### src/rtl/debounce_sync.sv
// debounce_sync: synchronises a raw asynchronous input, rejects bounce and
// glitches, and emits a clean registered level with one-cycle change strobes.
module debounce_sync #(
    parameter int unsigned SYNC_STAGES     = 2,
    parameter int unsigned DEBOUNCE_CYCLES = 4,
    parameter int unsigned CNT_WIDTH       = 16,
    parameter logic        RESET_LEVEL     = 1'b0
) (
    input  logic clk,
    input  logic reset_async,
    input  logic reset_sync,
    input  logic enable,
    input  logic din_raw,
    output logic dout,
    output logic dout_valid,
    output logic rise,
    output logic fall,
    output logic busy
);

    typedef enum logic {
        STABLE = 1'b0,
        CHECK  = 1'b1
    } state_e;

    localparam logic [CNT_WIDTH-1:0] TERM_CNT = CNT_WIDTH'(DEBOUNCE_CYCLES - 1);

    // Reject illegal parameterisations at elaboration time
    generate
        if (SYNC_STAGES < 2 || SYNC_STAGES > 4) begin : g_bad_sync
            $fatal(1, "debounce_sync: SYNC_STAGES must be in 2..4");
        end
        if (DEBOUNCE_CYCLES < 1) begin : g_bad_deb
            $fatal(1, "debounce_sync: DEBOUNCE_CYCLES must be >= 1");
        end
        if (CNT_WIDTH < 32) begin : g_cnt_chk
            if (((DEBOUNCE_CYCLES - 1) >> CNT_WIDTH) != 0) begin : g_bad_cnt
                $fatal(1, "debounce_sync: CNT_WIDTH too small for DEBOUNCE_CYCLES-1");
            end
        end
    endgenerate

    logic [SYNC_STAGES-1:0] sync_q;
    logic                   din_s;

    state_e                 state_q, state_d;
    logic [CNT_WIDTH-1:0]   cnt_q, cnt_d;
    logic                   dout_q, dout_d;
    logic                   valid_q, valid_d;
    logic                   rise_q, rise_d;
    logic                   fall_q, fall_d;
    logic                   busy_q, busy_d;

    assign din_s = sync_q[SYNC_STAGES-1];

    // Synchronizer chain, free-running (not gated by enable)
    always_ff @(posedge clk or posedge reset_async) begin
        if (reset_async) begin
            sync_q <= {SYNC_STAGES{RESET_LEVEL}};
        end else if (reset_sync) begin
            sync_q <= {SYNC_STAGES{RESET_LEVEL}};
        end else begin
            sync_q <= {sync_q[SYNC_STAGES-2:0], din_raw};
        end
    end

    // FSM state, counter and registered outputs
    always_ff @(posedge clk or posedge reset_async) begin
        if (reset_async) begin
            state_q <= STABLE;
            cnt_q   <= '0;
            dout_q  <= RESET_LEVEL;
            valid_q <= 1'b0;
            rise_q  <= 1'b0;
            fall_q  <= 1'b0;
            busy_q  <= 1'b0;
        end else if (reset_sync) begin
            state_q <= STABLE;
            cnt_q   <= '0;
            dout_q  <= RESET_LEVEL;
            valid_q <= 1'b0;
            rise_q  <= 1'b0;
            fall_q  <= 1'b0;
            busy_q  <= 1'b0;
        end else begin
            state_q <= state_d;
            cnt_q   <= cnt_d;
            dout_q  <= dout_d;
            valid_q <= valid_d;
            rise_q  <= rise_d;
            fall_q  <= fall_d;
            busy_q  <= busy_d;
        end
    end

    // Next-state: glitch rejection outranks a same-cycle terminal count
    always_comb begin
        state_d = state_q;
        cnt_d   = cnt_q;
        dout_d  = dout_q;
        valid_d = 1'b0;
        rise_d  = 1'b0;
        fall_d  = 1'b0;
        case (state_q)
            STABLE: begin
                if (din_s != dout_q) begin
                    state_d = CHECK;
                    cnt_d   = '0;
                end
            end
            CHECK: begin
                if (din_s == dout_q) begin
                    state_d = STABLE;
                    cnt_d   = '0;
                end else if (enable && (cnt_q == TERM_CNT)) begin
                    dout_d  = din_s;
                    valid_d = 1'b1;
                    rise_d  = din_s;
                    fall_d  = ~din_s;
                    state_d = STABLE;
                    cnt_d   = '0;
                end else if (enable) begin
                    cnt_d = cnt_q + CNT_WIDTH'(1);
                end
            end
            default: begin
                state_d = STABLE;
                cnt_d   = '0;
            end
        endcase
        busy_d = (state_d == CHECK);
    end

    assign dout       = dout_q;
    assign dout_valid = valid_q;
    assign rise       = rise_q;
    assign fall       = fall_q;
    assign busy       = busy_q;

endmodule
### config.mk
export PLATFORM = sky130hd
export DESIGN_NAME = debounce_sync
export DESIGN_NICKNAME = d
export VERILOG_FILES = /design/src/rtl/debounce_sync.sv
export SDC_FILE = /design/constraint.sdc
export NUM_CORES = 1
export LEC_CHECK = 0
export ABC_AREA = 1
export ABC_CLOCK_PERIOD_IN_PS = 2000
export CAP_MARGIN = 30
export CORE_ASPECT_RATIO = 0.7
export CORE_UTILIZATION = 63
export DETAILED_ROUTE_END_ITERATION = 8
export PLACE_DENSITY = 0.88
export SLEW_MARGIN = 20
export SYNTH_ARGS = -nofsm -noshare
export SYNTH_HDL_FRONTEND = slang
export SYNTH_SLANG_ARGS = --single-unit
### constraint.sdc
create_clock -name clk -period 2 [get_ports clk]
set_input_delay 0.4 -clock clk [delete_from_list [all_inputs] [get_ports clk]]
set_output_delay 0.4 -clock clk [all_outputs]
set_load 0.005 [all_outputs]
After elaboration in Yosys (flattened, before gate mapping)
Cells that the tools add are included.
{ "word_totals": {"regBits": 23, "latch_bits": 0, "mem_bits_rw": 0, "romBits": 0, "in_bits": 5, "output_inout_bits": 5, "word_cells": 49, "n_memories": 0} }
{ "op_classes": {"addsub": 1, "n_mul": 0, "div": 0, "magnitude_cmp": 0, "n_eq_ne": 6, "shifts": 0, "mux": 28, "bitwise_logic": 2, "reduce_logical": 5} }
{ "ops": {"columns": ["operator", "count"], "rows": [
  ["$mux W16", 5],
  ["$pmux W16 S2", 1],
  ["$mux W1", 20],
  ["$add A16 B1 Y16 const B", 1],
  ["$eq A16 B2 Y1 const B", 1],
  ["$ne A5 B3 Y1 const B", 1],
  ["$reduce_bool A2 Y1", 2],
  ["$ne A3 B3 Y1 const B", 1],
  ["$reduce_and A3 Y1", 1],
  ["$mux W2", 1],
  ["$ne A2 B2 Y1 const B", 1],
  ["$not A1 Y1", 2],
  ["$pmux W1 S2", 1],
  ["$reduce_and A2 Y1", 1],
  ["$eq A1 B1 Y1", 1],
  ["$logic_and A1 B1 Y1", 1],
  ["$ne A1 B1 Y1", 1]
]} }

Logic depth before layout (Yosys ltp)
Gate-level depths: netlist of the first run.
{ "logic_depth": {"depth_word": 6, "mapped_depth": 11, "mapped_depth_nobuf": 10} }

Worst setup path before layout of the first run
Ideal clock, no wire load.
{ "synth_timing": {"path_type": "reg-to-reg", "startpoint": "register cnt_q[0]", "endpoint": "register cnt_q[4]", "setup_ns": 0.119, "arrival_ns": 1.226, "required_ns": 1.881, "path_slack_ns": 0.655, "stages_incl_launch_ff": 11, "n_path_buf": 1, "synth_period_minus_slack_ns": 1.345, "path_cell_list": "dfrtp_1 ha_1 nand2_1 inv_1 nand2_1 nor2_1 nand2_1 buf_4 nand3_1 nand2_1 and2_1"} }
{ "synth_via": {"elab_chain_cells": 6, "elab_cells_between_ends": 10, "cone_classes": "1 x add/sub; 2 x eq/ne; 5 x mux; 2 x reduce/logical"} }
{ "synth_rtl": {"columns": ["element", "line", "source"], "rows": [
  ["from (decl)", "47", "logic [CNT_WIDTH-1:0] cnt_q, cnt_d;"],
  ["from (signal assigned)", "87", "cnt_q <= cnt_d;"],
  ["$add A16 B1 Y16 or $eq A16 B2 Y1 (tied branches)", "123, 115", null],
  ["$mux W16 or $logic_and A1 B1 Y1 (tied branches)", "122, 115", null],
  ["$mux W16", "115", "end else if (enable && (cnt_q == TERM_CNT)) begin"],
  ["$mux W16", "112", "if (din_s == dout_q) begin"],
  ["$pmux W16 S2", "104", "case (state_q)"],
  ["$mux W16", "77", "end else if (reset_sync) begin"]
]} }
Parallel ways exist; a longest one is shown, timed or not. The select of a mux whose other input is x is not followed.
A chain may end at the register's enable or synchronous reset.

Worst setup path in the final report of the first run
{ "layout_timing": {"startpoint": "register busy_q, in the netlist busy", "endpoint": "output busy"} }
{ "layout_lines": {"columns": ["element", "line", "source"], "rows": [
  ["from (decl)", "52", "logic busy_q, busy_d;"],
  ["from (signal assigned)", "92", "busy_q <= busy_d;"],
  ["to (decl)", "18", "output logic busy"]
]} }
No word-level cell between the ends.

==> flow_summary.json, run 1 <==
{
  "grt_pass1_vias": 1263,
  "num_antenna_cells": 0,
  "io_pins": 10,
  "post-place-ws_ns": 0.0382,
  "dp_cells": 269,
  "status": "finished clean",
  "fill_cells": 181,
  "worstPathArrival_ns": 1.38,
  "initial_core_util_pct": 69.2,
  "layout.cells.non_filler": 273,
  "seq_area_frac_synth_pct": 37.4,
  "antenna_found_initial": 0,
  "r2r_setup_slack_ns": 0.27,
  "cts_made_buffers": 3,
  "critPathTopFamily": "buffers and inverters",
  "avgSynthCellArea_sq_um": 6.69,
  "setup_viol": 0,
  "multiInputGateArea_sq_um": 793,
  "period_needed_ns": 1.78,
  "h-tree-depth": 1,
  "fin_crit_sh_pct": 88.9,
  "rsz0062_at_grt": "false",
  "cts.clk_slew.worst_paths_ns": 0.12,
  "cts_setup_buffers": 0,
  "worstPathRequired_ns": 1.60,
  "grt_pass1_wl_mm": 5.87,
  "path_class": "reg2out",
  "clock_tree.root_cell": "clkbuf_4",
  "synth_seq_cells": 23,
  "r2r_cells": 10,
  "slowest_stage": "clkdlybuf4s50_1",
  "clock_latency_ns": 0.32,
  "leakage_nw": 0.852,
  "critPathMaxStageDelay_ns": 0.56,
  "antenna_left": 0,
  "portBuffers": 9,
  "gp_congestion": 0.968,
  "reg2reg_to": "cnt_q[7]$_DFFE_PP0P_",
  "power.density_cell_area_mw_per_mm2": 452,
  "synthesis.nets": 236,
  "areaGrowthSynthToFinish_pct": 8.86,
  "cts_max_path_buffers": 2,
  "drv_slew": 0,
  "worst_pin_slew_ns": 0.448,
  "reg2reg_from": "cnt_q[0]$_DFFE_PP0P_",
  "cts_sinks": 23,
  "vias": 1495,
  "ir_drop_mv": 0.375,
  "wl_per_cell_microns": 13.0,
  "place_area_sq_mm": 0.00165,
  "overflow": 0,
  "route.detailed.drc": 0,
  "crit_buf_inv": 1,
  "worst-path-max-fanout": 6,
  "setup_slack_ns": 0.222,
  "synthDistinctLibCells": 24,
  "syn-cell-area_sq_mm": 0.00154,
  "chipHeight_microns": 43.4,
  "die_x_microns": 61.1,
  "grt_max_degree": 24,
  "hold_buffers": 0,
  "cts_tree": "yes",
  "min_path_type": "in2async",
  "drt-vias-per-instance": 5.48,
  "dp_hpwl_mm": 2.75,
  "drv_cap": 0,
  "grt_use_total_pct": 30.6,
  "crit_chain": "clkdlybuf4s50_1",
  "relSlewSlack_pct": 69.9,
  "regArea_sq_um": 576,
  "wl_mm": 3.55,
  "tns_ns": 0,
  "end_kind": "primary output",
  "synthCells": 230,
  "layout-drive-gt1-share_pct": 9.13,
  "postLayoutCellArea_sq_mm": 0.00168,
  "fmax_mhz": 562,
  "design.die.area_sq_mm": 0.00265,
  "core_area_sq_mm": 0.00222,
  "drtIter0Drc": 145,
  "finClkSkew_ns": 0.00378,
  "total_power_mw": 0.758,
  "hold_viol": 0,
  "drtPass1Iterations": 5,
  "rows": 14,
  "crit_path_start_kind": "flip-flop",
  "nets": 248,
  "yosys_warnings": 0,
  "cts_resized": 0
}
power by group:
part           internal, mW  switching [mW]  leakage, nW
registers             0.467         0.00291        0.320
logic                0.0225          0.0474        0.518
clock network        0.0782           0.140       0.0150
cell usage after synthesis (all sizes together):
cell / count / share of area [%]
o21ai: 4 / 1.3
o211ai: 1 / 0.49
ha: 1 / 0.81
nor2: 42 / 12
nand2: 81 / 22
a21oi: 1 / 0.32
o21bai: 3 / 1.5
nand4: 7 / 2.8
inv: 36 / 8.8
dfrtp: 23 / 37
buf: 4 / 2.3
nor3: 4 / 2.0
nand3: 22 / 8.6
and2: 1 / 0.41
routing by layer:
metal,global-route usage (%),wire length (microns)
met1,45.8,1540
met5,0,0
met4,6.36,44
met3,8.66,379
met2,44.3,1580
layout make-up:
cell class / instances / area share [%]
clock buffer: 4 / 1.57
inverter: 36 / 8.07
tap: 32 / 2.39
timing repair buffer: 11 / 6.27
multi-input combinational: 167 / 47.3
sequential: 23 / 34.4
kinds of logic after synthesis:
| kind of cell | synth area share (%) |
|---|---|
| flip-flops | 37.4 |
| AND/OR/NAND/NOR | 47.2 |
| buffers and inverters | 11.1 |
| adder cells (fa/ha/maj) | 0.813 |
| AO/OA/AOI/OAI | 3.58 |
registers in the layout (all words and copies together) (netlist names):
| register | count |
|---|---|
| cnt_q | 16 |
| dout_valid | 1 |
| sync_q | 2 |
| rise | 1 |
| busy | 1 |
| fall | 1 |
| dout | 1 |
cell usage in the layout (no fill, tap or decap):
| cell type | count |
|---|---|
| nand2_1 | 74 |
| nor2_1 | 37 |
| inv_1 | 35 |
| dfrtp_1 | 23 |
| nand3_1 | 19 |
| clkdlybuf4s50_1 | 9 |
| nand4_1 | 7 |
| nand2_2 | 5 |
| o21ai_0 | 4 |
| nor2_2 | 3 |
| nor3_1 | 3 |
| o21bai_1 | 3 |
| clkbuf_4 | 3 |
| nand2_4 | 2 |
| nor2_4 | 2 |
| nand3_2 | 2 |
| buf_4 | 2 |
| inv_2 | 1 |
| nor3_4 | 1 |
| nand3_4 | 1 |
| a21oi_1 | 1 |
| o211ai_1 | 1 |
| and2_1 | 1 |
| ha_1 | 1 |
| clkbuf_1 | 1 |
per-stage QoR:
stage	hold WS (ns)	util, %
after global routing	0.425	75.3
after CTS	0.416	75.3
final	0.408	75.3
after detailed placement	0.481	74.1
after global placement	0.438	74.1
after floorplan	0.402	-
worst max path at each step:
stage                     depth (start not counted)               endpoint                 start
after floorplan                                  10   cnt_q[4]$_DFFE_PP0P_  cnt_q[0]$_DFFE_PP0P_
after global placement                           10  cnt_q[14]$_DFFE_PP0P_                enable
after detailed placement                         10  cnt_q[15]$_DFFE_PP0P_                enable
after CTS                                         1                   busy        busy$_DFF_PP0_
after global routing                             10  cnt_q[14]$_DFFE_PP0P_  cnt_q[1]$_DFFE_PP0P_
final                                             1                   busy        busy$_DFF_PP0_
(Power assumes the default switching activity.)
==> inputs of run 2 (changes only) <==
==> constraint.sdc (replaced) <==
create_clock -name clk -period 2 [get_ports clk]
set_input_delay 0.5 -clock clk [delete_from_list [all_inputs] [get_ports clk]]
set_output_delay 0.5 -clock clk [all_outputs]
set_load 0.005 [all_outputs]
==> run 2 against run 1 <==
Compared with the run above:
- maximum frequency shrank 4.6%
- highest routed layer unchanged
- combinational power grew 1%
- non-clock buffer count grew 1
==> flow_summary.json, run 2 (synthesis results as in run 1) <==
{
  "leakage_nw": 0.860,
  "worstPathArrival_ns": 1.36,
  "cts_resized": 0,
  "power_switching_share_pct": 26.9,
  "final_common_cell": "nand2_1",
  "hold_buffers": 0,
  "seq_power_share_pct": 60.7,
  "crit_buf_inv": 1,
  "largest_reg_flops": 16,
  "drt-vias-per-instance": 5.69,
  "route.detailed.drc": 0,
  "slowest_stage": "clkdlybuf4s50_1",
  "rows": 14,
  "initial_core_util_pct": 69.2,
  "worstPathRequired_ns": 1.50,
  "p_comb_share_pct": 9.1,
  "period_needed_ns": 1.86,
  "crit_chain": "clkdlybuf4s50_1",
  "critPathTopFamily": "buffers and inverters",
  "drtPass1Iterations": 5,
  "h-tree-depth": 1,
  "finalHoldWorstSlack_ns": 0.487,
  "min_path_type": "in2async",
  "layout-drive-gt1-share_pct": 9.92,
  "tns_ns": 0,
  "overflow": 0,
  "design.die.area_sq_mm": 0.00265,
  "cts_made_buffers": 3,
  "maxUsedRoutingLayer": "met4",
  "met3WireLength_microns": 405,
  "drv_slew": 0,
  "wl_met1_mm": 1.58,
  "power.density_cell_area_mw_per_mm2": 460,
  "grt_pass1_vias": 1341,
  "wl_per_cell_microns": 13.3,
  "p_int_mw": 0.566,
  "grt_pass1_wl_mm": 6.05,
  "status": "finished clean",
  "cts_max_path_buffers": 2,
  "path_class": "reg2out",
  "ir_drop_mv": 0.412,
  "worst_pin_slew_ns": 0.459,
  "grt_use_total_pct": 31.4,
  "post-place-ws_ns": -0.0613,
  "power.switching_mw": 0.209,
  "clkPwrFrac_pct": 30.2,
  "relSlewSlack_pct": 69.4,
  "nets": 249,
  "num_antenna_cells": 0,
  "fmax_mhz": 536,
  "die_x_microns": 61.1,
  "chipHeight_microns": 43.4,
  "grt_max_degree": 24,
  "critPathMaxStageDelay_ns": 0.55,
  "io_pins": 10,
  "portBuffers": 9,
  "vias": 1560,
  "top_register": "cnt_q",
  "areaGrowthSynthToFinish_pct": 9.43,
  "setup_viol": 0,
  "core_area_sq_mm": 0.00222,
  "hold_viol": 0,
  "setup_slack_ns": 0.136,
  "wl_met2_mm": 1.59,
  "layout.cells.non_filler": 274,
  "finClkSkew_ns": 0.0115,
  "antenna_left": 0,
  "cts_tree": "yes",
  "cts_setup_buffers": 0,
  "clock_tree.root_cell": "clkbuf_4",
  "cts_sinks": 23,
  "crit_path_start_kind": "flip-flop",
  "dp_cells": 270,
  "antenna_found_initial": 0,
  "cts.clk_slew.worst_paths_ns": 0.15,
  "reg_top3": "cnt_q (16), sync_q (2)",
  "dp_hpwl_mm": 2.69,
  "wl_mm": 3.66,
  "gp_congestion": 0.933,
  "rsz0062_at_grt": "false",
  "fin_crit_sh_pct": 93.2,
  "final_cell_mix": "nand2_1 (74), nor2_1 (37), inv_1 (35), dfrtp_1 (23), nand3_1 (19)",
  "clock_latency_ns": 0.33,
  "end_kind": "primary output",
  "drtIter0Drc": 255,
  "worst-path-max-fanout": 6,
  "fin_util_pct": 75.7,
  "drv_cap": 0
}
run 2: changes by cell type in the layout (fill, tap and decap cells not counted):
cell	before	now
buf_4	2	3
clkbuf_1	1	0
clkinv_2	0	1
run 2: final timing paths:
check	startpoint	end	slack (ns)	cells past startpoint
worst max-delay path	busy$_DFF_PP0_	busy	0.14	1
worst min-delay path	reset_async	fall$_DFF_PP0_	0.49	3
worst max register to register	cnt_q[0]$_DFFE_PP0P_	cnt_q[1]$_DFFE_PP0P_	0.15	10
worst min register to register	sync_q[0]$_DFF_PP0_	sync_q[1]$_DFF_PP0_	0.49	2
max in group asynchronous	reset_async	rise$_DFF_PP0_	1.27	3
min in group clk	sync_q[0]$_DFF_PP0_	sync_q[1]$_DFF_PP0_	0.49	2
run 2: cell type report:
class / instances / area (sq um)
Clock buffer: 3 / 22.5
Inverter: 36 / 135
Timing Repair Buffer: 12 / 113
Multi-Input combinational cell: 167 / 793
Sequential cell: 23 / 576
Clock inverter: 1 / 5.00
Tap cell: 32 / 40.0
Fill cell: 187 / 541
run 2: stage by stage:
step / power (mW) / instance area [sq um]
6_report: 0.775 / 1680
5_1_grt: 0.802 / 1680
4_1_cts: 0.768 / 1680
3_5_place_dp: 0.548 / 1660
3_3_place_gp: 0.546 / 1660
2_1_floorplan: 0.527 / 1540
run 2: per-layer routing:
layer,vias to the layer above,GRT usage [%]
li1,735,-
met1,699,45.7
met2,106,48.3
met3,20,7.46
met4,0,5.45
met5,-,0
run 2: power by group through the flow:
stage	clock network (mW)	logic (mW)	registers (mW)
2_1_floorplan	0	0.0484	0.478
3_3_place_gp	0	0.0670	0.479
3_5_place_dp	0	0.0697	0.479
4_1_cts	0.229	0.0696	0.470
5_1_grt	0.253	0.0788	0.471
6_report	0.234	0.0707	0.470
==> inputs of run 3 (changes only) <==
--- a/config.mk
+++ b/config.mk
@@ -11,7 +11,7 @@
 export CORE_ASPECT_RATIO = 0.7
 export CORE_UTILIZATION = 63
 export DETAILED_ROUTE_END_ITERATION = 8
-export PLACE_DENSITY = 0.88
+export PLACE_DENSITY = 0.83
 export SLEW_MARGIN = 20
 export SYNTH_ARGS = -nofsm -noshare
 export SYNTH_HDL_FRONTEND = slang
==> run 3 against run 2 <==
Compared with the run above:
- clock power shrank 6%
- wire length down 4.4%
- register-to-register slack better by 0.21 ns
- design area is 0.45% higher
- worst hold slack got worse by 0.011 ns
- largest cell class unchanged
==> flow_summary.json, run 3 (synthesis results as in run 1) <==
{
  "grt_pass1_vias": 1282,
  "largest_reg_flops": 16,
  "drt-vias-per-instance": 5.51,
  "fmax_mhz": 539,
  "critPathMaxStageDelay_ns": 0.55,
  "hp-start": "sync_q[0]$_DFF_PP0_",
  "crit_buf_inv": 1,
  "end_kind": "primary output",
  "num_antenna_cells": 0,
  "gp_congestion": 0.876,
  "fin_util_pct": 76.0,
  "cts_max_path_buffers": 2,
  "cts.clk_slew.worst_paths_ns": 0.12,
  "nets": 250,
  "whs_path_depth": 2,
  "finalHoldWorstSlack_ns": 0.476,
  "cts_sinks": 23,
  "dp_hpwl_mm": 2.71,
  "portBuffers": 9,
  "layout-drive-gt1-share_pct": 10.3,
  "hold_viol": 0,
  "power.density_cell_area_mw_per_mm2": 449,
  "rows": 14,
  "crit_path_start_kind": "flip-flop",
  "grt_use_total_pct": 29.5,
  "cts_made_buffers": 3,
  "period_needed_ns": 1.85,
  "drv_slew": 0,
  "relSlewSlack_pct": 74.8,
  "drtPass1Iterations": 6,
  "h-tree-depth": 1,
  "grt_pass1_wl_mm": 5.66,
  "overflow": 0,
  "fill_cells": 173,
  "design.die.area_sq_mm": 0.00265,
  "clock_latency_ns": 0.32,
  "cts_setup_buffers": 0,
  "holdPathEnd": "sync_q[1]$_DFF_PP0_",
  "clock_tree.root_cell": "clkbuf_4",
  "drtIter0Drc": 140,
  "leakage_nw": 0.863,
  "min_path_type": "reg2reg",
  "reg2reg_to": "cnt_q[11]$_DFFE_PP0P_",
  "chipHeight_microns": 43.4,
  "worstPathArrival_ns": 1.35,
  "worstPathRequired_ns": 1.50,
  "startpoint": "busy$_DFF_PP0_",
  "areaGrowthSynthToFinish_pct": 9.92,
  "wl_mm": 3.49,
  "cts_resized": 0,
  "route.detailed.drc": 0,
  "final_cell_mix": "nand2_1 (74), nor2_1 (37), inv_1 (35), dfrtp_1 (23), nand3_1 (19)",
  "grt_max_degree": 24,
  "wl_per_cell_microns": 12.7,
  "top_register": "cnt_q",
  "rsz0062_at_grt": "false",
  "reg_top3": "cnt_q (16), sync_q (2)",
  "finClkSkew_ns": 0.00856,
  "crit_chain": "clkdlybuf4s50_1",
  "tns_ns": 0,
  "status": "finished clean",
  "worstSetupPathDepth": 1,
  "fin_crit_sh_pct": 92.7,
  "critPathTopFamily": "buffers and inverters",
  "setup_viol": 0,
  "core_area_sq_mm": 0.00222,
  "worst_pin_slew_ns": 0.375,
  "antenna_left": 0,
  "vias": 1514,
  "path_class": "reg2out",
  "final_common_cell": "nand2_1",
  "io_pins": 10,
  "slowest_stage": "clkdlybuf4s50_1",
  "drv_cap": 0,
  "r2r_setup_slack_ns": 0.36,
  "worst-path-max-fanout": 6,
  "antenna_found_initial": 0,
  "hold_buffers": 0,
  "cts_tree": "yes",
  "r2r_cells": 11,
  "die_x_microns": 61.1,
  "ir_drop_mv": 0.541,
  "reg2reg_from": "cnt_q[0]$_DFFE_PP0P_",
  "initial_core_util_pct": 69.2
}
## run 3: changes by cell type in the layout (fill, tap and decap cells not counted)
cell	change
buf_4	+1
## run 3: final cells by class
cell class / count / area (sq um) / area share, %
clock buffers: 3 / 22.5 / 1.33
clock inverters: 1 / 5.00 / 0.296
inverters: 36 / 135 / 7.99
multi-input cells: 167 / 793 / 46.9
flip-flops and latches: 23 / 576 / 34.0
well taps: 32 / 40.0 / 2.37
repair buffers: 13 / 120 / 7.10
## run 3: how the worst max path moves through the flow
stage	to	slack, ns
detailed placement	cnt_q[4]$_DFFE_PP0P_	0.0001
global placement	cnt_q[4]$_DFFE_PP0P_	0.04
finish	busy	0.15
CTS	busy	0.14
global route	busy	0.11
floorplan	cnt_q[4]$_DFFE_PP0P_	0.57
## run 3: metal layers
metal	vias to the layer above	global-route usage, %	routed length, microns
li1	734	-	-
met1	673	43.8	1440
met2	101	45.0	1560
met3	6	6.27	448
met4	0	5.45	44
met5	-	0	0
## run 3: power breakdown
group | internal [mW] | total (mW) | switching [mW]
logic | 0.0224 | 0.0687 | 0.0463
registers | 0.467 | 0.470 | 0.00254
clock network | 0.0749 | 0.221 | 0.146
total | 0.565 | 0.760 | 0.195
## run 3: stage by stage
step           setup slack, ns  area, sq um  std cells  total power, mW
6_report                 0.146         1690        275            0.760
5_1_grt                  0.113         1690        275            0.789
4_1_cts                  0.144         1690        275            0.762
3_5_place_dp          0.000134         1660        271            0.547
3_3_place_gp            0.0426         1660        271            0.545
2_1_floorplan            0.575         1540        230            0.527
